<file path="src/rtl/fifo_wr_arb_pkg.sv">
// Shared types and constants for the FIFO write-side arbiter.
// Used by fifo_wr_arbiter and rr_picker.
package fifo_wr_arb_pkg;

   typedef enum logic {
      IDLE  = 1'b0,
      BURST = 1'b1
   } arb_state_t;

   localparam int STAT_W = 16;
   localparam int CNT_W  = 8;

   // Index width for n requesters; never narrower than one bit.
   function automatic int idx_w(input int n);
      return (n < 2) ? 1 : $clog2(n);
   endfunction

endpackage

</file>
<file path="src/rtl/fifo_wr_arbiter_rr_picker.sv">
// Combinational round-robin picker: first valid requester at or after rr_ptr,
// searching upward with wrap.
module rr_picker
   import fifo_wr_arb_pkg::*;
#(
   parameter  int NUM_REQ = 4,
   localparam int IW      = idx_w(NUM_REQ)
) (
   input  logic [NUM_REQ-1:0] req_valid,
   input  logic [IW-1:0]      rr_ptr,
   output logic [IW-1:0]      pick_id,
   output logic               pick_valid
);

   logic [2*NUM_REQ-1:0] dbl;
   logic [IW:0]          sum;

   always_comb begin
      pick_id    = '0;
      pick_valid = 1'b0;
      sum        = '0;
      // Rotate so bit 0 is rr_ptr; lowest set bit is the winner.
      dbl = {req_valid, req_valid} >> rr_ptr;
      for (int j = NUM_REQ - 1; j >= 0; j--) begin
         if (dbl[j]) begin
            sum = {1'b0, rr_ptr} + (IW+1)'(j);
            if (sum >= (IW+1)'(NUM_REQ))
               sum = sum - (IW+1)'(NUM_REQ);
            pick_id    = sum[IW-1:0];
            pick_valid = 1'b1;
         end
      end
   end

endmodule

</file>
<file path="src/rtl/fifo_wr_arbiter.sv">
// Round-robin, burst-locked arbiter for the async FIFO write port (w_clk domain).
// Optional per-requester beat counters: define FIFO_WR_ARB_STATS_EN.
module fifo_wr_arbiter
   import fifo_wr_arb_pkg::*;
#(
   parameter  int NUM_REQ   = 4,
   parameter  int DATA_W    = 8,
   parameter  int MAX_BURST = 8,
   localparam int IW        = idx_w(NUM_REQ)
) (
   input  logic                      w_clk,
   input  logic                      rst,
   input  logic [NUM_REQ-1:0]        req_valid,
   input  logic [NUM_REQ*DATA_W-1:0] req_data,
   input  logic [NUM_REQ-1:0]        req_last,
   output logic [NUM_REQ-1:0]        req_ready,
   input  logic                      full,
   input  logic                      almost_full,
   output logic [DATA_W-1:0]         fifo_wdata,
   output logic                      fifo_wen,
   output logic                      fifo_wr_valid,
   output logic [IW-1:0]             grant_id,
   output logic                      busy,
   input  logic [IW-1:0]             stat_sel,
   output logic [STAT_W-1:0]         stat_count
);

   arb_state_t                       state, state_nxt;
   logic [IW-1:0]                    rr_ptr, pick_id;
   logic                             pick_valid;
   logic [CNT_W-1:0]                 beat_cnt;
   logic [NUM_REQ-1:0][DATA_W-1:0]   data_arr;
   logic [DATA_W-1:0]                acc_data;
   logic                             slot_ok, accept, burst_end;

   assign data_arr = req_data;

   rr_picker #(.NUM_REQ(NUM_REQ)) u_pick (
      .req_valid  (req_valid),
      .rr_ptr     (rr_ptr),
      .pick_id    (pick_id),
      .pick_valid (pick_valid)
   );

   // A beat sitting in the output register still needs a slot, so
   // almost_full blocks only while that register is occupied.
   assign slot_ok   = (state == BURST) && !full && !(almost_full && fifo_wr_valid);
   assign accept    = slot_ok && req_valid[grant_id];
   assign acc_data  = data_arr[grant_id];
   assign burst_end = accept && (req_last[grant_id] ||
                                 beat_cnt == CNT_W'(MAX_BURST - 1));

   always_comb begin
      req_ready = '0;
      if (slot_ok)
         req_ready[grant_id] = 1'b1;
   end

   always_comb begin
      state_nxt = state;
      case (state)
         IDLE:    if (pick_valid) state_nxt = BURST;
         BURST:   if (burst_end)  state_nxt = IDLE;
         default: state_nxt = IDLE;
      endcase
   end

   always_ff @(posedge w_clk) begin
      if (rst) state <= IDLE;
      else     state <= state_nxt;
   end

   always_ff @(posedge w_clk) begin
      if (rst) begin
         grant_id <= '0;
         rr_ptr   <= '0;
         beat_cnt <= '0;
      end else begin
         if (state == IDLE && pick_valid) begin
            grant_id <= pick_id;
            beat_cnt <= '0;
         end
         if (accept)
            beat_cnt <= beat_cnt + CNT_W'(1);
         if (burst_end)
            rr_ptr <= (grant_id == IW'(NUM_REQ - 1)) ? '0 : grant_id + IW'(1);
      end
   end

   always_ff @(posedge w_clk) begin
      if (rst) begin
         fifo_wr_valid <= 1'b0;
         fifo_wdata    <= '0;
      end else begin
         fifo_wr_valid <= accept;
         fifo_wdata    <= accept ? acc_data : '0;
      end
   end

   assign fifo_wen = fifo_wr_valid;
   assign busy     = (state == BURST);

`ifdef FIFO_WR_ARB_STATS_EN
   logic [STAT_W-1:0] stat_cnt [NUM_REQ];

   for (genvar i = 0; i < NUM_REQ; i++) begin : g_stat
      always_ff @(posedge w_clk) begin
         if (rst)
            stat_cnt[i] <= '0;
         else if (accept && grant_id == IW'(i) && stat_cnt[i] != '1)
            stat_cnt[i] <= stat_cnt[i] + STAT_W'(1);
      end
   end

   assign stat_count = ({1'b0, stat_sel} < (IW+1)'(NUM_REQ)) ? stat_cnt[stat_sel] : '0;
`else
   logic stats_unused;
   assign stats_unused = ^stat_sel;
   assign stat_count   = '0;
`endif

endmodule

</file>
<file path="config.mk">
export PLATFORM = sky130hd
export DESIGN_NAME = fifo_wr_arbiter
export DESIGN_NICKNAME = d
export VERILOG_FILES = /design/src/rtl/fifo_wr_arb_pkg.sv /design/src/rtl/fifo_wr_arbiter_rr_picker.sv /design/src/rtl/fifo_wr_arbiter.sv
export SDC_FILE = /design/constraint.sdc
export NUM_CORES = 1
export LEC_CHECK = 0
export ABC_CLOCK_PERIOD_IN_PS = 3370
export BUFFER_PORTS_ARGS = -buffer_cell sky130_fd_sc_hd__buf_2
export CAP_MARGIN = 20
export CORE_MARGIN = 2
export CORE_UTILIZATION = 47
export DETAILED_ROUTE_END_ITERATION = 8
export HOLD_SLACK_MARGIN = 0.1
export PLACE_DENSITY = 0.81
export SYNTH_ARGS = -nofsm -noshare
export SYNTH_HDL_FRONTEND = slang
export SYNTH_SLANG_ARGS = --single-unit
</file>
<file path="constraint.sdc">
create_clock -name w_clk -period 3.37 [get_ports w_clk]
set_input_delay 0.337 -clock w_clk [delete_from_list [all_inputs] [get_ports w_clk]]
set_output_delay 0.337 -clock w_clk [all_outputs]
set_load 0.02 [all_outputs]
</file>
# Yosys cells after proc, flatten, opt, wreduce, memory -nomap -nowiden
# Cells that the tools add are included.
word_totals:
  reg_bits: 22
  latch_bits: 0
  ramBits: 0
  romBits: 0
  input_bits: 46
  output_inout_bits: 33
  elab_cells: 65
  mem_count: 0
classes:
  add_sub_neg: 9
  mul: 0
  div_mod_pow: 0
  n_lt_le_gt_ge: 6
  eq_ne: 2
  shifts: 1
  n_mux: 27
  bitwise: 2
  n_reduce_logical: 12
op_table:
  columns: ["op", "count"]
  rows:
  - ["8-bit two-way mux", 3]
  - ["2-bit two-way mux", 9]
  - ["8-bit binary-select mux with 2-bit select", 1]
  - ["3-bit >= comparator (second input constant)", 3]
  - ["1-bit two-way mux", 9]
  - ["8-bit by 1-bit adder with 8-bit output (second input constant)", 1]
  - ["8-bit by 3-bit == test with 1-bit output (second input constant)", 1]
  - ["8-bit by 2-bit >> shifter with 4-bit output", 1]
  - ["2-bit by 1-bit subtractor with 2-bit output (second input constant)", 4]
  - ["1-bit logical AND", 7]
  - ["2-bit by 2-bit adder with 3-bit output (second input constant)", 2]
  - ["1-bit binary-select mux with 2-bit select", 2]
  - ["4-bit two-way mux", 1]
  - ["2-bit by 1-bit adder with 3-bit output (second input constant)", 1]
  - ["2-bit by 3-bit >= comparator with 1-bit output (second input constant)", 1]
  - ["2-bit by 3-bit less-than comparator with 1-bit output (second input constant)", 1]
  - ["2-bit by 1-bit adder with 2-bit output (second input constant)", 1]
  - ["1-bit demux with 2-bit select", 1]
  - ["2-bit == test (second input constant)", 1]
  - ["2-bit by 1-bit >= comparator with 1-bit output (second input constant)", 1]
  - ["1-bit logical NOT", 2]
  - ["1-bit NOT", 2]
  - ["1-bit one-hot mux with 2 select lines", 1]
  - ["2-bit nonzero test", 1]
  - ["2 further kinds", 2]

# Depth between registers and ports, before layout
logic_depth:
  depth_word: 8
  ltp_mapped: 6

# Hierarchy
# Synthesis repeated with hierarchy kept, for this count alone.
hier_totals:
  hier_cells: 148
  hier_area_um2: 1383.8
modules_own_cells:
  columns: ["module", "n_inst", "cells_each", "area_per_inst_um2"]
  rows:
  - ["fifo_wr_arbiter", 1, 133, 1306.3]
  - ["rr_picker", 1, 15, 77.6]

# Least setup slack after synthesis
# Ideal clock, no wire load.
synth_timing:
  path_kind: "register -> register"
  from: "reg grant_id[0]"
  to: "reg beat_cnt[2]"
  setup_time_ps: 114
  arrival_ps: 1829
  required_ps: 3256
  slack_ps: 1427
  stages_incl_launch_ff: 6
  path_cell_list: "dfxtp_1 -> mux4_2 -> nand4_1 -> clkbuf_1 -> nor3b_1 -> a21o_1"
synth_via:
  elab_chain_len: 4
  elab_cells_between_ends: 5
synth_lines:
  columns: ["element", "line", "text"]
  rows:
  - ["start, declared", "fifo_wr_arbiter.sv:22", "output logic [IW-1:0] grant_id,"]
  - ["start signal, assigned", "fifo_wr_arbiter.sv:80", "grant_id <= pick_id;"]
  - ["1-bit binary-select mux with 2-bit select (*)", "fifo_wr_arbiter.sv:48", "assign accept = slot_ok && req_valid[grant_id];"]
  - ["1-bit two-way mux (not written as such) (*)", "fifo_wr_arbiter.sv:48", null]
  - ["1-bit logical AND (*)", "fifo_wr_arbiter.sv:48", null]
  - ["8-bit two-way mux / 2-bit nonzero test (equally long branches)", null, null]
  - ["end signal, assigned", "fifo_wr_arbiter.sv:84", "beat_cnt <= beat_cnt + CNT_W'(1);"]
  - ["end, declared", "fifo_wr_arbiter.sv:31", "logic [CNT_W-1:0] beat_cnt;"]
# Every way passes the cells marked *; elsewhere a longest branch is shown, timed or not. The select of a mux whose other input is x is not followed.
# A chain may end at the register's enable or synchronous reset.

# Worst setup path after layout
layout_timing:
  from: "reg grant_id[1]"
  to: "reg beat_cnt[0]"
# The elaborated chain is that of the path after synthesis.

==> key figures <==
Status
  • Status: complete, no violations

Clocking
  • H-tree depth: 1
  • TritonCTS clock tree: done
  • Clock transition at path regs: approximately 0.12 ns
  • Worst-Skew Late Latency: 0.31 ns
  • CTS Root Cell: clkbuf_4
  • Post-CTS Resized: 0
  • Setup bufs post-CTS: 0
  • Total CTS buffers: 3
  • Num Clock Sinks: 22
  • Post-CTS Hold Fix Bufs: 0
  • Maximum clock path buffer count: 2

Floorplan
  • Area of the die: 3400 um2
  • Die Span Y: a little under 60 um
  • Initial Util: between 40% and 50%
  • Die span in x: slightly below 60 um
  • Row cnt: 19
  • Core Region: around 2800 um2
  • I/O pin total: 79

GRT
  • Largest net degree at the start of global routing: 16
  • Global-route wire length before repair: ~5.2 mm
  • Number of global-route vias before repair: about 1,100
  • Antenna violations before repair: 0
  • Grt ovf: 0
  • GRT Total Usage: 19.9%

Setup path
  • Reg2reg start: grant_id[1]$_SDFFE_PP0P_
  • Critical Path Source Type: register
  • Worst EP required: approximately 3.6 ns
  • Reg2Reg Depth: 4
  • Endpoint class of the critical path: register
  • R2r endpoint: beat_cnt[0]$_SDFFE_PP0P_
  • Crit path max fanout: 15
  • Setup crit end: beat_cnt[0]$_SDFFE_PP0P_
  • Worst setup startpoint: grant_id[1]$_SDFFE_PP0P_
  • R2R setup slack: about 1.2 ns
  • Kind of critical path: reg2reg
  • Crit path DAT: between 2 and 2.5 ns

Power and ir drop
  • Maximum vdd drop: between 0.4 and 0.5 mV
  • Pleak: 0.839 nW
  • Pwr/cell area: 355 nW/um2

Synth
  • Post-synth EDFFs: 0
  • Yosys warns: 0
  • Post-synthesis sequential area ratio: between 30% and 40%
  • #FFs+latches synth: 22
  • Synth cell types: 42
  • Syn Inst Count: 139
  • Synth Flop Type: dfxtp_1
  • Syn_area_per_cell: between 9 and 10 um2
  • Mapped Area: 1390 um2
  • Ys async rst share: 0%

STA
  • Final setup viols: 0
  • Skew final: between 0.003 and 0.004 ns
  • Crit path time final: between 2 and 2.5 ns
  • Max-slew violations: 0
  • TNS Setup: 0 ns
  • Tightest Pin Transition: around 0.6 ns
  • Final period utilization: a little under two thirds
  • Headroom to the max-slew limit: between 50% and 60%
  • RSZ-0062 raised after global routing: no
  • Fmax: between 0.4 and 0.5 GHz
  • Final Hold Fails: 0

Cells and area
  • Final Util: between 60% and 70%
  • Layout cells sized above 1: 40.6%
  • Nets: around 250
  • Area growth syn-to-layout: 21.4%
  • Diode count: 0

Route
  • WL final: around 3.2 mm
  • Antenna viol nets, final: 0
  • Detailed Route Iter0 Violations: 17
  • Residual DRC: 0
  • Vias per cell: just over 5
  • Drt pass-1 iters: 4
  • DR WL/cell: 14.0 um
  • Vias: roughly 1,200

Worst hold path
  • Hold Crit Class: in2reg

Placed design
  • Gpl congestion: ~0.83
  • Port Buffers: 60
  • Post-detail-place hpwl: roughly 2.6 mm

Flow run
  • Max_cap viols: 0
==> where the power goes <==
group	switching (mW)	internal, mW	total, mW
Combinational	0.0650	0.0573	0.122
Clock	0.0815	0.120	0.202
Sequential	0.00750	0.266	0.274
==> registers in the layout, summed over array words and instances (netlist names) <==
signal	cells
busy	1
fifo_wdata	8
fifo_wen	1
beat_cnt	8
grant_id	2
rr_ptr	2
==> through the flow <==
step	hold slack [ns]	setup WS [ns]	cells	total power [mW]	instance area (um2)
after detailed placement	0.492	1.25	224	0.401	1630
final	0.279	1.23	228	0.598	1680
after global placement	0.479	1.27	224	0.398	1630
after floorplan	0.458	1.43	154	0.374	1440
after global routing	0.264	1.03	228	0.625	1680
after CTS	0.272	1.23	228	0.601	1680
==> how the worst min path moves through the flow <==
stage | to | cells past startpoint | slack [ns] | startpoint
floorplan | beat_cnt[7]$_SDFFE_PP0P_ | 2 | 0.46 | beat_cnt[7]$_SDFFE_PP0P_
global placement | beat_cnt[1]$_SDFFE_PP0P_ | 2 | 0.48 | beat_cnt[1]$_SDFFE_PP0P_
detailed placement | beat_cnt[7]$_SDFFE_PP0P_ | 2 | 0.49 | beat_cnt[7]$_SDFFE_PP0P_
CTS | beat_cnt[1]$_SDFFE_PP0P_ | 2 | 0.27 | rst
global route | beat_cnt[1]$_SDFFE_PP0P_ | 2 | 0.26 | rst
finish | beat_cnt[1]$_SDFFE_PP0P_ | 2 | 0.28 | rst
==> layer usage <==
metal  wire, um  global-route usage, %  vias to the layer above
li1           -                      -                      594
met1       1380                   26.8                      547
met4         39                   2.99                        0
met5          0                      0                        -
met3        151                   5.36                        4
met2       1620                   32.6                       36
==> critical path: stages, from the launching register on <==
cell and delay (ns):
dfxtp_1 0.73, mux4_2 0.46, nand4_1 0.41, inv_1 0.16, mux2_2 0.29
==> cell usage after synthesis (3+ instances only) <==
cell type	count	share of area [%]
dfxtp_1	22	32
o21ai_0	5	1.8
a21oi_1	9	3.3
mux4_2	8	13
nand2_1	5	1.4
nor2b_1	8	3.6
buf_4	17	9.2
ha_1	5	4.5
nand3_1	4	1.4
nor2_1	4	1.1
inv_1	7	1.9
a21o_1	3	1.6
and3_1	5	2.3
==> final cells by class <==
| cell class | instances | area [um2] |
|---|---|---|
| multi-input cells | 103 | 816 |
| inverters | 7 | 26.3 |
| clock inverters | 1 | 30.0 |
| fillers | 260 | 1100 |
| clock buffers | 3 | 22.5 |
| repair buffers | 61 | 308 |
| well taps | 31 | 38.8 |
| flip-flops and latches | 22 | 440 |
==> cell usage in the layout, fill, tap and decap left out, types with 2 or more instances in the layout <==
master and count:
buf_2 60, dfxtp_1 22, conb_1 16, a21oi_1 9, mux4_2 8, nor2b_1 8
inv_1 7, nand2_1 5, and3_1 5, o21ai_0 5, ha_1 5, nand3_1 4
nor2_1 4, a21o_1 3, clkbuf_4 3, or2_2 2, nor4_1 2, nand4_1 2
mux4_1 2, o221ai_1 2, a211o_1 2, o22ai_1 2, a22o_1 2
==> cell families (layout without fill, tap and decap cells) <==
family / count (synthesis) / after routing / synth area share [%]
AND/OR/NAND/NOR: 43 / 43 / 19.1
buffers and inverters: 29 / 72 / 13.4
AO/OA/AOI/OAI: 25 / 25 / 11.4
flip-flops: 22 / 22 / 31.8
multiplexers: 12 / 12 / 18.3
adder cells (fa/ha/maj): 5 / 5 / 4.52
XOR/XNOR: 2 / 2 / 1.26
other: 1 / 16 / 0.271
(Power assumes the default switching activity.)
